**config.mk**
```make
export PLATFORM = sky130hd
export DESIGN_NAME = window_builder
export DESIGN_NICKNAME = d
export VERILOG_FILES = /design/src/rtl/window_builder.sv
export SDC_FILE = /design/constraint.sdc
export NUM_CORES = 1
export LEC_CHECK = 0
export ABC_AREA = 1
export CORE_MARGIN = 5
export CORE_UTILIZATION = 58
export DETAILED_ROUTE_END_ITERATION = 10
export PLACE_DENSITY = 0.79
export SLEW_MARGIN = 10
export SYNTH_ARGS = -nofsm -noshare
export SYNTH_HDL_FRONTEND = slang
export SYNTH_SLANG_ARGS = --single-unit
```
**constraint.sdc**
```tcl
create_clock -name clk -period 5.2 [get_ports clk]
set_input_delay 1.04 -clock clk [delete_from_list [all_inputs] [get_ports clk]]
set_output_delay 1.04 -clock clk [all_outputs]
set_load 0.01 [all_outputs]
```
**src/rtl/window_builder.sv**
```systemverilog
// window_builder: builds a 3x3 RGB neighbourhood for every interior pixel of a
// raster-ordered IMG_W x IMG_H frame. Two line buffers hold the previous two
// rows; a 3x3 shift register forms the window; one output register with
// valid/ready handshake feeds the intensity stage.
module window_builder #(
  parameter int IMG_W = 8,
  parameter int IMG_H = 8
) (
  input  logic         clk,
  input  logic         rst,
  input  logic [23:0]  pix_in,
  input  logic         pix_valid,
  output logic         pix_ready,
  input  logic         win_ready,
  output logic [215:0] pixelData,
  output logic         win_valid,
  output logic         frame_done
);

  localparam int CW = (IMG_W > 1) ? $clog2(IMG_W) : 1;
  localparam int RW = (IMG_H > 1) ? $clog2(IMG_H) : 1;
  localparam logic [CW-1:0] COL_LAST = CW'(IMG_W - 1);
  localparam logic [RW-1:0] ROW_LAST = RW'(IMG_H - 1);
  localparam logic [CW-1:0] COL_TWO  = CW'(2);
  localparam logic [RW-1:0] ROW_TWO  = RW'(2);

  // Raster position of the next pixel to be accepted
  logic [CW-1:0] col_q, col_d;
  logic [RW-1:0] row_q, row_d;

  // lb0 holds the row directly above, lb1 the row two above
  logic [23:0] lb0_q [IMG_W];
  logic [23:0] lb0_d [IMG_W];
  logic [23:0] lb1_q [IMG_W];
  logic [23:0] lb1_d [IMG_W];

  // Window pixel k = 3*row + col, row 0 at top, col 0 at left
  logic [23:0] win_q [9];
  logic [23:0] win_d [9];

  logic [215:0] pix_data_q, pix_data_d;
  logic         win_valid_q, win_valid_d;
  logic         frame_done_q, frame_done_d;

  logic accept_s;
  logic emit_s;
  logic last_col_s;
  logic last_row_s;

  // Input handshake: accept whenever the output register is empty or draining
  always_comb begin
    pix_ready  = !win_valid_q || win_ready;
    accept_s   = pix_valid && pix_ready;
    last_col_s = (col_q == COL_LAST);
    last_row_s = (row_q == ROW_LAST);
    emit_s     = accept_s && (col_q >= COL_TWO) && (row_q >= ROW_TWO);
  end

  // Raster counters and end-of-frame pulse
  always_comb begin
    col_d        = col_q;
    row_d        = row_q;
    frame_done_d = 1'b0;
    if (accept_s) begin
      if (last_col_s) begin
        col_d = {CW{1'b0}};
        if (last_row_s) begin
          row_d        = {RW{1'b0}};
          frame_done_d = 1'b1;
        end else begin
          row_d = row_q + RW'(1);
        end
      end else begin
        col_d = col_q + CW'(1);
      end
    end else begin
      frame_done_d = 1'b0;
    end
  end

  // Window shift and line buffer rotation at the current column
  always_comb begin
    for (int k = 0; k < 9; k++) begin
      win_d[k] = win_q[k];
    end
    for (int i = 0; i < IMG_W; i++) begin
      lb0_d[i] = lb0_q[i];
      lb1_d[i] = lb1_q[i];
    end
    if (accept_s) begin
      for (int c = 0; c < 2; c++) begin
        win_d[c]     = win_q[c + 1];
        win_d[3 + c] = win_q[4 + c];
        win_d[6 + c] = win_q[7 + c];
      end
      win_d[2]     = lb1_q[col_q];
      win_d[5]     = lb0_q[col_q];
      win_d[8]     = pix_in;
      lb1_d[col_q] = lb0_q[col_q];
      lb0_d[col_q] = pix_in;
    end else begin
      win_d[8] = win_q[8];
    end
  end

  // Output register: load on emit, clear on drain, hold while stalled
  always_comb begin
    pix_data_d  = pix_data_q;
    win_valid_d = win_valid_q;
    if (emit_s) begin
      for (int k = 0; k < 9; k++) begin
        pix_data_d[215 - 24*k -: 24] = win_d[k];
      end
      win_valid_d = 1'b1;
    end else if (win_valid_q && win_ready) begin
      win_valid_d = 1'b0;
    end else begin
      win_valid_d = win_valid_q;
    end
  end

  // Control, window and output registers with synchronous reset
  always_ff @(posedge clk) begin
    if (rst) begin
      col_q        <= {CW{1'b0}};
      row_q        <= {RW{1'b0}};
      pix_data_q   <= 216'd0;
      win_valid_q  <= 1'b0;
      frame_done_q <= 1'b0;
      for (int k = 0; k < 9; k++) begin
        win_q[k] <= 24'd0;
      end
    end else begin
      col_q        <= col_d;
      row_q        <= row_d;
      pix_data_q   <= pix_data_d;
      win_valid_q  <= win_valid_d;
      frame_done_q <= frame_done_d;
      for (int k = 0; k < 9; k++) begin
        win_q[k] <= win_d[k];
      end
    end
  end

  // Line buffer storage; contents are don't-care after reset
  always_ff @(posedge clk) begin
    for (int i = 0; i < IMG_W; i++) begin
      lb0_q[i] <= lb0_d[i];
      lb1_q[i] <= lb1_d[i];
    end
  end

  // Registered outputs
  always_comb begin
    pixelData  = pix_data_q;
    win_valid  = win_valid_q;
    frame_done = frame_done_q;
  end

endmodule

```
==> impl_table.tex <==
\begin{tabular}{lr}
\hline
Metric & Value \\
\hline
\multicolumn{2}{l}{\textbf{Synthesis}} \\
\quad Syn. warnings & 0 \\
\quad Cells after Synth & 3,522 \\
\quad Net count of the mapped netlist & 3,555 \\
\quad Mean Syn Cell Area & $\sim$9.4 µm² \\
\quad Post-synthesis sequential element count & about 830 \\
\quad Cell area after synthesis & 0.0330 mm² \\
\quad Count of cell types in the netlist & 23 \\
\quad Part of the Yosys area used for sequential elements & 61.8\% \\
\multicolumn{2}{l}{\textbf{Hold path}} \\
\quad Hold Path Cell Cnt & 2 \\
\quad Class of the worst hold path & reg2reg \\
\quad End point of the most critical hold path & win\_q[0][64] \\
\quad Startpoint of the tightest hold check path & win\_q[0][64] \\
\multicolumn{2}{l}{\textbf{STA}} \\
\quad Clock skew & between 0.02 and 0.025 ns \\
\quad Worst hold margin & 0.487 ns \\
\quad Final Max Tran Viols & 0 \\
\quad Period Utilization, post-route & 61.9\% \\
\quad Number of hold violations in the final report & 0 \\
\quad Summed negative setup slack over all endpoints & 0 ns \\
\quad Final-report setup violation count & 0 \\
\quad Fin crit period & 3.22 ns \\
\quad Worst slew pin tran & 1.12 ns \\
\quad Fmax achieved & 0.310 GHz \\
\quad Setup repair after global routing missed its margin & false \\
\quad Headroom to the max-slew limit & around 25\% \\
\multicolumn{2}{l}{\textbf{Drt}} \\
\quad DRC Markers & 0 \\
\quad Iteration count of the initial detailed-routing pass & 5 \\
\quad Vias post-DR & 23,700 \\
\quad Via-to-Cell Ratio & between 5 and 6 \\
\quad DRT Wirelength & 81.4 mm \\
\quad Avg WL per Cell & $\sim$18 µm \\
\quad Routed Antenna Nets & 0 \\
\quad Starting DRT DRC Count & 2,078 \\
\multicolumn{2}{l}{\textbf{Placement}} \\
\quad Buffers on Ports & 246 \\
\quad RD Place Congestion & 0.826 \\
\quad Total half-perimeter wirelength after legalization and detailed placement & 50.2 mm \\
\multicolumn{2}{l}{\textbf{GRT}} \\
\quad Vias in the first global route & 22,800 \\
\quad Pin count of the biggest net entering global routing & 222 \\
\quad First-pass GRT wire length & 127 mm \\
\quad Initial antenna violation count & 3 \\
\quad Overflow after GRT & 0 \\
\quad All-layer global routing usage & between 20\% and 30\% \\
\multicolumn{2}{l}{\textbf{Clock tree}} \\
\quad Clock slew seen by the registers of the worst setup and hold paths & 0.06 ns \\
\quad Clock insertion delay at the later pin of the skew report & 0.63 ns \\
\quad Quantity of hold-fixing buffers added after cts & 0 \\
\quad CTS HTree Levels & 3 \\
\quad Number of gates given a new drive strength after cts & 0 \\
\quad Number of sinks handled by clock tree synthesis & roughly 830 \\
\quad TritonCTS clock tree & done \\
\quad CTS root buf & clkbuf\_16 \\
\quad Post CTS Setup Buffer Count & 0 \\
\quad Max Buffers Root-to-Sink & 3 \\
\quad Clock buffer count from CTS & slightly above 80 \\
\multicolumn{2}{l}{\textbf{Floorplanning}} \\
\quad Core Area & between 0.05 and 0.06 mm² \\
\quad Horizontal extent of the die & 249 µm \\
\quad Chip Height & 249 µm \\
\quad Number of standard-cell rows in the floorplan & 87 \\
\quad Top-Level Pins & 247 \\
\quad Starting Density & 58.5\% \\
\quad DIE AREA & between 0.06 and 0.07 mm² \\
\multicolumn{2}{l}{\textbf{Power}} \\
\quad Internal power component & 10.8 mW \\
\quad Static power due to leakage & 15.6 nW \\
\quad Clock network fraction of design power & 41.7\% \\
\quad Proportion of power drawn by combinational gates & approximately 7.4\% \\
\quad Switching power of the nets & 3.33 mW \\
\quad Share of power burned in registers & just over 50\% \\
\quad Switching part of the total power & a little under a quarter \\
\quad Peak supply drop & 0.274 mV \\
\quad Pwr dens & roughly 370 mW/mm² \\
\quad Total chip power & 14.1 mW \\
\multicolumn{2}{l}{\textbf{Worst setup path}} \\
\quad Worst-case register-to-register setup slack & 2.26 ns \\
\quad Worst r2r path cells & 7 \\
\quad Type of the setup path with the least slack & in2out \\
\quad Critical Path End Type & primary output \\
\quad Startpoint types & primary input \\
\quad Crit path top cell by count & clkdlybuf4s50\_1 \\
\quad Crit path arrival time & approximately 2.2 ns \\
\quad CP Data Required Time & 4.16 ns \\
\quad Reg-to-reg endpoint & lb1\_q[0][14] \\
\quad Largest stage delay, worst path & 0.56 ns \\
\quad Cell breakdown of the critical path & clkdlybuf4s50\_1 > inv\_1 > nand2\_2 > clkdlybuf4s50\_1 \\
\quad Critical Path Slowest Stage Cell & clkdlybuf4s50\_1 \\
\quad Critical-path maximum fanout & 3 \\
\multicolumn{2}{l}{\textbf{Flow run}} \\
\quad Max-capacitance violation count & 0 \\
\multicolumn{2}{l}{\textbf{Status}} \\
\quad Run status & complete, no violations \\
\multicolumn{2}{l}{\textbf{Final layout}} \\
\quad Total Nets Final & 3,700 \\
\quad Area growth syn-to-layout & 16.9\% \\
\quad Fraction of final layout cells with drive strength greater than 1 & 9.16\% \\
\hline
\end{tabular}
metal layers:
metal | vias to the layer above | track usage [%] | wire, µm
met4 | 0 | 11.7 | 3940
met1 | 11100 | 31.4 | 31400
met5 | - | 0 | 0
li1 | 11600 | - | -
met3 | 189 | 6.78 | 6650
met2 | 837 | 42.7 | 39500
cell usage after synthesis:
cell type	n	area (µm²)
buf_4	40	300
nand4_1	1	6.26
edfxtp_1	384	11500
ha_1	5	62.6
nand2_1	755	2830
clkbuf_1	99	372
inv_1	514	1930
nor3_2	1	10.0
and2_1	24	150
dfxtp_1	443	8870
a211oi_1	11	82.6
o21ai_0	168	841
nor2_1	444	1670
buf_1	39	146
buf_2	38	190
a211oi_2	160	2000
a21oi_1	52	260
nor3_1	1	5.00
a221oi_1	1	8.76
clkinv_1	1	3.75
nand3_1	337	1690
buf_6	3	33.8
nand2_2	1	6.26
cells in the final DEF (no fill, tap or decap), drive strengths merged:
master / count
clkinvlp: 1
nor2: 444
nand3: 337
nor3: 2
nand2: 756
diode: 2
dfxtp: 443
and2: 24
ha: 5
nand4: 1
clkinv: 24
a211oi: 171
clkdlybuf4s50: 245
o21ai: 168
edfxtp: 384
a21oi: 52
buf: 36
inv: 517
bufinv: 4
clkbuf: 119
a221oi: 1
per-stage QoR:
stage / util [%] / setup slack (ns) / cell area (µm²) / cells
3_5_place_dp: 63.6 / 1.45 / 35900 / 4340
6_report: 68.4 / 1.98 / 38600 / 4492
2_1_floorplan: - / 0.825 / 33000 / 3522
3_3_place_gp: 63.6 / 1.50 / 35900 / 4340
5_1_grt: 68.4 / 1.90 / 38600 / 4491
4_1_cts: 68.4 / 1.98 / 38600 / 4490
area by class of cell:
type	count	area [µm²]
sequential	827	20400
tap	756	946
clock inverter	31	300
timing repair buffer	281	2870
multi-input combinational	1961	9700
inverter	515	1940
clock buffer	119	2420
antenna	2	5.00
fill	4160	17800
how the worst max path moves through the flow:
stage / start / end / slack (ns) / depth (start not counted)
finish: win_ready / pix_ready / 1.98 / 4
global route: win_ready / pixelData[179] / 1.90 / 8
CTS: win_ready / pix_ready / 1.98 / 4
detailed placement: win_ready / lb0_q[3][9] / 1.45 / 8
global placement: win_ready / lb0_q[3][10] / 1.50 / 8
floorplan: win_ready / lb0_q[1][0] / 0.83 / 9
power by group through the flow:
stage	clock, mW	sequential (mW)	combinational [mW]
after floorplan	0	7.28	0.706
after global placement	0	7.32	1.00
after detailed placement	0	7.33	1.03
after CTS	5.96	7.19	1.04
after global routing	6.24	7.20	1.16
final	5.89	7.19	1.04
state kept, by name (all words and copies together), names as in the netlist, named ones only:
signal and cells:
row_q 3, pixelData 216, win_valid 1, lb0_q 192
lb1_q 192, frame_done 1, col_q 3, win_q 216
cell families after synthesis:
family	after synthesis	synth area share, %
simple gates	1564	19.3
buf+inv	734	9.02
flops	827	61.8
compound gates	392	9.68
fa+ha+maj	5	0.190
worst max-delay path, delay by kind of cell:
kind	cells	cell delay (ns)
buf+inv	3	1.06
simple gates	1	0.08
No activity file was read; power rests on OpenSTA's default activity.
